## config.mk

```make
export PLATFORM = sky130hd
export DESIGN_NAME = fetch_align_buffer
export DESIGN_NICKNAME = d
export VERILOG_FILES = /design/src/rtl/fetch_pkg.sv /design/src/rtl/halfword_queue.sv /design/src/rtl/fetch_align_buffer.sv
export SDC_FILE = /design/constraint.sdc
export NUM_CORES = 1
export LEC_CHECK = 0
export BUFFER_PORTS_ARGS = -buffer_cell sky130_fd_sc_hd__buf_2
export CAP_MARGIN = 30
export CORE_AREA = 4 4 141 143
export DETAILED_ROUTE_END_ITERATION = 16
export DIE_AREA = 0 0 145 147
export GPL_ROUTABILITY_DRIVEN = 0
export PLACE_DENSITY = 0.54
export SETUP_SLACK_MARGIN = 0.2
export SYNTH_ARGS = -nofsm -noshare
export SYNTH_HDL_FRONTEND = slang
export SYNTH_SLANG_ARGS = --single-unit
```

## constraint.sdc

```tcl
create_clock -name clk -period 2.4 [get_ports clk]
set_clock_uncertainty 0.05 [all_clocks]
set_input_delay 0.24 -clock clk [delete_from_list [all_inputs] [get_ports clk]]
set_output_delay 0.24 -clock clk [all_outputs]
set_load 0.05 [all_outputs]
```

## src/rtl/fetch_pkg.sv

```systemverilog
// Shared constants and types for the fetch alignment buffer and its halfword queue.
package fetch_pkg;
   localparam logic [1:0] OPC_32BIT     = 2'b11;
   localparam int         HW_DEPTH_DFLT = 4;
   localparam int         HW_DEPTH_MAX  = 8;

   typedef logic [15:0] hw_t;
   // sized for the largest legal depth so one type serves both configurations
   typedef logic [$clog2(HW_DEPTH_MAX):0] cnt_t;
endpackage

```

## src/rtl/halfword_queue.sv

```systemverilog
// Circular halfword queue: 0/1/2 push and 0/1/2 pop per cycle, synchronous flush.
// Head halfwords and count come straight from registers; the caller never overflows or underflows it.
module halfword_queue
   import fetch_pkg::*;
#(
   parameter int DEPTH = HW_DEPTH_DFLT
) (
   input  logic       clk,
   input  logic       rst,
   input  logic       flush_i,
   input  logic [1:0] push_n_i,
   input  hw_t        push_lo_i,
   input  hw_t        push_hi_i,
   input  logic [1:0] pop_n_i,
   output hw_t        head0_o,
   output hw_t        head1_o,
   output cnt_t       count_o
);
   localparam int PW = $clog2(DEPTH);

   hw_t           hw_q [DEPTH];
   logic [PW-1:0] head_q, head_d, tail_q, tail_d;
   logic [PW-1:0] head_p1, tail_p1;
   cnt_t          count_q, count_d;

   assign head_p1 = head_q + PW'(1);
   assign tail_p1 = tail_q + PW'(1);

   always_comb begin
      head_d  = head_q + PW'(pop_n_i);
      tail_d  = tail_q + PW'(push_n_i);
      count_d = count_q + cnt_t'(push_n_i) - cnt_t'(pop_n_i);
      if (flush_i) begin
         head_d  = '0;
         tail_d  = '0;
         count_d = '0;
      end
   end

   always_ff @(posedge clk) begin
      if (rst) begin
         head_q  <= '0;
         tail_q  <= '0;
         count_q <= '0;
      end else begin
         head_q  <= head_d;
         tail_q  <= tail_d;
         count_q <= count_d;
      end
   end

   always_ff @(posedge clk) begin
      if (!flush_i && push_n_i != 2'd0) hw_q[tail_q]  <= push_lo_i;
      if (!flush_i && push_n_i == 2'd2) hw_q[tail_p1] <= push_hi_i;
   end

   assign head0_o = hw_q[head_q];
   assign head1_o = hw_q[head_p1];
   assign count_o = count_q;
endmodule

```

## src/rtl/fetch_align_buffer.sv

```systemverilog
// Splits word-aligned fetch data into RV32IC instructions with PCs; define RVC_EN for compressed support.
// A word returned in cycle N is visible in N+1; one fetch in flight, inst_ready stalls, redirect flushes.
module fetch_align_buffer
   import fetch_pkg::*;
#(
   parameter logic [31:0] RESET_PC = 32'h0000_0000,
   parameter int          HW_DEPTH = HW_DEPTH_DFLT
) (
   input  logic        clk,
   input  logic        rst,
   input  logic        redirect_valid,
   input  logic [31:0] redirect_pc,
   output logic        mem_req,
   output logic [31:0] mem_addr,
   input  logic        mem_valid,
   input  logic [31:0] mem_rdata,
   output logic        inst_valid,
   input  logic        inst_ready,
   output logic [31:0] inst,
   output logic [31:0] inst_pc,
   output logic        inst_is_c
);
   hw_t         h0, h1, push_lo;
   cnt_t        count;
   logic        is_c, fire, skip_lo, unused_ok;
   logic [1:0]  push_n, pop_n;
   logic [31:0] fetch_addr_q, head_pc_q;
   logic        outstanding_q, drop_q;

`ifdef RVC_EN
   logic skip_lo_q;
   assign skip_lo = skip_lo_q;
   assign is_c    = (h0[1:0] != OPC_32BIT);
`else
   assign skip_lo = 1'b0;
   assign is_c    = 1'b0;
`endif

   assign unused_ok = ^redirect_pc[1:0];

   // at least two free slots so a whole word always fits when it returns
   assign mem_req  = !rst && !outstanding_q && !redirect_valid &&
                     (count <= cnt_t'(HW_DEPTH - 2));
   assign mem_addr = fetch_addr_q;

   assign inst_valid = is_c ? (count >= cnt_t'(1)) : (count >= cnt_t'(2));
   assign inst       = !inst_valid ? 32'h0 : (is_c ? {16'h0, h0} : {h1, h0});
   assign inst_pc    = head_pc_q;
   assign inst_is_c  = inst_valid && is_c;

   assign fire    = inst_valid && inst_ready && !redirect_valid;
   assign pop_n   = !fire ? 2'd0 : (is_c ? 2'd1 : 2'd2);
   assign push_n  = (redirect_valid || !mem_valid || drop_q) ? 2'd0 : (skip_lo ? 2'd1 : 2'd2);
   assign push_lo = skip_lo ? mem_rdata[31:16] : mem_rdata[15:0];

   halfword_queue #(.DEPTH(HW_DEPTH)) u_queue (
      .clk       (clk),
      .rst       (rst),
      .flush_i   (redirect_valid),
      .push_n_i  (push_n),
      .push_lo_i (push_lo),
      .push_hi_i (mem_rdata[31:16]),
      .pop_n_i   (pop_n),
      .head0_o   (h0),
      .head1_o   (h1),
      .count_o   (count)
   );

   always_ff @(posedge clk) begin
      if (rst) begin
         fetch_addr_q  <= RESET_PC;
         head_pc_q     <= RESET_PC;
         outstanding_q <= 1'b0;
         drop_q        <= 1'b0;
      end else if (redirect_valid) begin
         // a response landing in this same cycle is simply not pushed
         fetch_addr_q  <= {redirect_pc[31:2], 2'b00};
         outstanding_q <= outstanding_q && !mem_valid;
         drop_q        <= outstanding_q && !mem_valid;
`ifdef RVC_EN
         head_pc_q     <= {redirect_pc[31:1], 1'b0};
`else
         head_pc_q     <= {redirect_pc[31:2], 2'b00};
`endif
      end else begin
         if (mem_req) begin
            outstanding_q <= 1'b1;
            fetch_addr_q  <= fetch_addr_q + 32'd4;
         end
         if (mem_valid) begin
            outstanding_q <= 1'b0;
            drop_q        <= 1'b0;
         end
         if (fire) head_pc_q <= head_pc_q + (is_c ? 32'd2 : 32'd4);
      end
   end

`ifdef RVC_EN
   always_ff @(posedge clk) begin
      if (rst)                       skip_lo_q <= 1'b0;
      else if (redirect_valid)       skip_lo_q <= redirect_pc[1];
      else if (mem_valid && !drop_q) skip_lo_q <= 1'b0;
   end
`endif
endmodule

```

### Yosys cells after proc, flatten, opt, wreduce, memory -nomap -nowiden

Memory sizes are Yosys's and may differ from the RTL's. A register that Yosys moved wholly into a read port is not among the register bits.
Cells that the tools add are included.

| operators by class | value |
|---|---|
| eq/ne operators | 1 |
| muxes and demuxes | 17 |
| add/sub/neg operators | 8 |
| reductions and logical operators | 20 |
| order comparisons | 2 |

Operators by type and width:

| kind | count |
|---|---|
| $mux 32 | 5 |
| $add 32x3->32 const B | 2 |
| $mux 1 | 9 |
| $logic_and 1x1->1 | 8 |
| $reduce_bool 2->1 | 4 |
| $mux 2 | 3 |
| $add 2x1->2 const B | 2 |
| $add 2x2->2 | 2 |
| $add 4x2->4 | 1 |
| $ge 4x2->1 const B | 1 |
| $le 4x2->1 const B | 1 |
| $logic_not 1->1 | 4 |
| $sub 4x2->4 | 1 |
| $reduce_bool 3->1 | 1 |
| $eq 2x2->1 const B | 1 |
| $logic_or 1x1->1 | 2 |
| $reduce_or 2->1 | 1 |

| word-level totals | value |
|---|---|
| RAM bits | 64 |
| memories | 1 |
| output and inout bits | 99 |
| bits of input ports | 69 |
| register bits | 74 |

Memory list:

| name | depth | bits a word | rd ports | clocked after Yosys merged registers in | wr ports | line | RTL |
|---|---|---|---|---|---|---|---|
| u_queue.hw_q | 4 | 16 | 2 | 1 | 2 | halfword_queue.sv:21 | `hw_t hw_q [DEPTH];` |

### Longest topological paths before layout

| logic depth | value |
|---|---|
| depth after elaboration | 8 |
| mapped depth | 12 |
| gate-level depth less buffers | 11 |

### By module

A second synthesis with hierarchy kept.

| second synthesis, totals | value |
|---|---|
| cells, all modules | 728 |
| area, all modules | 7912.6 um^2 |

Modules (own cells, without submodules):

| module | cells each | instances | area each (um^2) |
|---|---|---|---|
| halfword_queue | 235 | 1 | 4027.6 |
| fetch_align_buffer | 493 | 1 | 3885.0 |

### Least setup slack after synthesis

No wires, ideal clock.

| path | value |
|---|---|
| path kind | reg-to-reg |
| start point | register u_queue.count_q[2] (netlist: u_queue.count_o[2]) |
| end point | register u_queue.count_q[2] (netlist: u_queue.count_o[2]) |
| period minus slack after synthesis | 2.689 ns |
| stages on the path, launching flop included | 12 |
| setup slack | -0.289 ns |
| library setup time | 0.115 ns |
| arrival | 2.524 ns |
| buffers on the path | 1 |
| cells stage by stage | dfxtp_1 > inv_1 > ha_1 > nor2b_1 > buf_2 > inv_1 > nand2_1 > nor2_1 > fa_1 > inv_1 > fa_1 > and2_1 |

| between the ends | value |
|---|---|
| cells in the longest elaborated chain, start to end | 5 |
| elaborated cells on any way between the ends | 6 |
| those cells by class | 2 x add/sub; 1 x order compare; 1 x mux; 2 x reduce/logical |

Ends and longest elaborated chain:

| what | line | RTL |
|---|---|---|
| from (decl) | halfword_queue.sv:24 | `cnt_t count_q, count_d;` |
| from (signal assigned) | halfword_queue.sv:48 | `count_q <= count_d;` |
| $ge 4x2->1 | fetch_align_buffer.sv:46 | `assign inst_valid = is_c ? (count >= cnt_t'(1)) : (count >= cnt_t'(2));` |
| via inst_valid | fetch_align_buffer.sv:17 | `output logic inst_valid,` |
| $logic_and 1x1->1 (2 in series) | fetch_align_buffer.sv:51 | `assign fire = inst_valid && inst_ready && !redirect_valid;` |
| $mux 2 | fetch_align_buffer.sv:52 | `assign pop_n = !fire ? 2'd0 : (is_c ? 2'd1 : 2'd2);` |
| $sub 4x2->4 | halfword_queue.sv:32 | `count_d = count_q + cnt_t'(push_n_i) - cnt_t'(pop_n_i);` |

The timed path passes the listed nets, and every way through them passes these cells.
A chain may end at the register's enable or synchronous reset.

### Worst setup path after layout

| path | value |
|---|---|
| start point | register u_queue.count_q[2] (netlist: u_queue.count_o[2]) |
| end point | register u_queue.count_q[3] (netlist: u_queue.count_o[3]) |

| between the ends | value |
|---|---|
| cells in the longest elaborated chain, start to end | 5 |
| elaborated cells on any way between the ends | 6 |
| those cells by class | 2 x add/sub; 1 x order compare; 1 x mux; 2 x reduce/logical |

Ends and longest elaborated chain:

| what | line |
|---|---|
| $ge 4x2->1 | fetch_align_buffer.sv:46 |
| $logic_and 1x1->1 (2 in series) | fetch_align_buffer.sv:51 |
| $mux 2 | fetch_align_buffer.sv:52 |
| $sub 4x2->4 * | halfword_queue.sv:32 |

Mark *: on every way between the ends. The rest lies on a longest branch, timed or not.

==> flow_summary.yaml <==
placed_design:
  port_buffers: 160
  place_area_um2: 7615
  dpl.hpwl_um: 12480
  place_ws_ps: 115.5
power:
  ir_drop_mv: 0.5178
  power_mw: 6.720
  leakagePower_nw: 3.312
  power.density_nw_per_um2: 791.1
worst_setup_path:
  required_ps: 2700
  cp.arrival_ps: 2590
  cp-end-kind: "flip-flop"
  regToRegSetupSlack_ps: 110
  critPathLaunchType: "flip-flop"
  path_class: "flip-flop to flip-flop"
  cp_max_fo: 3
synthesis:
  synth-seq-cells: 131
  seq_area_frac_synth: 0.5051
  ys.warnings.count: 0
  syn_area_per_cell_um2: 10.57
  synthTopCellsByArea: "edfxtp_1 (30%), dfxtp_1 (21%), mux2_2 (5.6%), xnor2_1 (5.3%), mux2i_1 (5.1%)"
  synthArstFlopShare: 0
  synth_ff_type: "dfxtp_1"
  yosysTopAreaCell: "edfxtp_1"
  synthCells: 611
  yosysTopAreaCellShare: 0.2975
  synth-edff-count: 64
  yosys.cell_types.count: 50
  synth_area_um2: 6460
global_routing:
  antenna_found_initial: 0
  grt_pass1_wl_um: 28100
  grtUsageTotal: 0.1640
  grt_max_degree: 51
  grt-ovfl-total: 0
  grt_pass1_vias: 5310
timing:
  min_period_ps: 2294
  max_freq_mhz: 436.0
  worstMarginPinSlew_ps: 652.8
  setup_viol: 0
  period_share: 0.9557
  finalHoldViolCount: 0
  rsz0062_at_grt: "yes"
  fin_ws_ps: 106.4
  slew-limit-headroom: 0.5643
  slew_violations: 0
cells_and_area:
  final_common_cell: "buf_2"
  syn_to_final_growth_pct: 31.49
  nFillCells: 1751
  num-nets-final: 875
  final_cell_mix: "buf_2 (160), edfxtp_1 (64), dfxtp_1 (61), nor2_1 (50), xnor2_1 (38)"
  drive_above_1_share: 0.3550
  utilization: 0.4572
  final_area_um2: 8494
floorplan:
  initial_core_util: 0.3477
  io_pins: 168
  fp-row-count: 50
  core_area_um2: 18580
  die_y_um: 147
  die_area_um2: 21320
  die_w_um: 145
cts:
  cts.htree.levels: 4
  cts_buffers: 17
  ctsLongestPathBuffers: 2
  root_buffer: "clkbuf_16"
  cts_tree: "done"
  clkSinkCount: 131
  clock_latency_ps: 420
  clkTransAtPathRegs_ps: 70
flow_run:
  cap_viol_max_count: 0
detailed_routing:
  ant_nets: 0
  wirelength_um: 17470
  drt-pass1-iter-count: 4
  drtIter0Drc: 268
  viasPerCell: 5.081
  drc: 0
  vias: 5330
  wl_per_cell_um: 16.66
min_path:
  hp-class: "primary input to flip-flop"
run_status:
  status: "complete, no violations"
==> power by group <==
part	internal (mW)	switching, mW
clock	1.40	1.14
combinational	0.464	1.14
sequential	2.47	0.110
total	4.33	2.39
==> flip-flops by register name, summed over array words and instances (netlist names) <==
signal and cells:
inst_pc 30, outstanding_q 1, mem_addr 30, u_queue.hw_q 64, u_queue.count_o 3, u_queue.tail_q 1
u_queue.head_q 1, drop_q 1
==> metrics by stage <==
step	cells	setup TNS (ps)	hold slack (ps)
6_report	1049	0	47.30
5_1_grt	1048	-21.42	48.41
4_1_cts	1046	0	27.27
3_5_place_dp	993	0	400.7
3_3_place_gp	993	0	393.6
2_1_floorplan	615	-211.3	269.3
==> cell type report <==
cell class | count | area [um^2] | area share
Multi-Input combinational cell | 412 | 2988 | 0.3517
Sequential cell | 131 | 3271 | 0.3850
Clock inverter | 15 | 150.1 | 0.01768
Inverter | 33 | 127.6 | 0.01502
Tap cell | 234 | 292.8 | 0.03447
Clock buffer | 17 | 425.4 | 0.05008
Timing Repair Buffer | 206 | 1237 | 0.1457
Antenna cell | 1 | 2.502 | 0.0002946
==> path summary, 6_finish.rpt <==
path,start,endpoint,cells after the start
worst min-delay path,redirect_pc[31],inst_pc[31]$_SDFFE_PP0P_,3
worst min register to register,drop_q$_SDFFE_PP0P_,drop_q$_SDFFE_PP0P_,2
worst max-delay path,u_queue.count_o[2]$_SDFF_PP0_,u_queue.count_o[3]$_SDFF_PP0_,11
worst max register to register,u_queue.count_o[2]$_SDFF_PP0_,u_queue.count_o[3]$_SDFF_PP0_,11
==> cell usage after synthesis (all sizes together) (2+ instances only) <==
library cell	count
dfxtp	67
edfxtp	64
nor2	54
xnor2	39
inv	33
mux2i	33
mux2	32
a21oi	29
nand2	27
nor3	27
a21boi	26
clkbuf	20
nand3	20
buf	18
and3	13
nand4	13
xor2	13
a211oi	11
nor4	11
and4	9
o22ai	7
or3	6
a311oi	5
o21ai	5
a31oi	3
and2	3
ha	3
nor2b	3
o21a	3
fa	2
o21bai	2
==> critical path: stages (launching register included) <==
cell and delay, ps:
dfxtp_2 320, inv_2 60, ha_4 120, nor2b_4 170, clkinvlp_4 110, nand2_2 80
nor2_2 40, fa_1 520, inv_2 50, fa_2 350, xor2_1 180, nor3_2 160
==> cell families after synthesis <==
logic type | count (synthesis) | share of synthesized area
flip-flops | 131 | 0.5051
AO/OA/AOI/OAI | 95 | 0.09781
other | 1 | 0.0005805
multiplexers | 65 | 0.1069
AND/OR/NAND/NOR | 190 | 0.1544
XOR/XNOR | 52 | 0.07050
adder cells (fa/ha/maj) | 5 | 0.01201
buffers and inverters | 72 | 0.05268
==> what timing repair did <==
action | in CTS | in global routing
endpoints found under the hold margin | 34 | 0
pin swaps | 1 | 6
cloned | 0 | 1
gates resized for setup | 1 | 19
hold buffers | 17 | 0
setup endpoints to repair | 8 | 48
buffers inserted | 4 | 1
==> per-layer routing <==
| layer | vias up | GRT usage | share of wire |
|---|---|---|---|
| met5 | - | 0 | 0 |
| met4 | 0 | 0.05843 | 0.019 |
| met3 | 27 | 0.05089 | 0.069 |
| met2 | 160 | 0.2718 | 0.48 |
| met1 | 2559 | 0.2033 | 0.43 |
| li1 | 2584 | - | - |
Note: power is estimated with default switching activity, not from simulation.
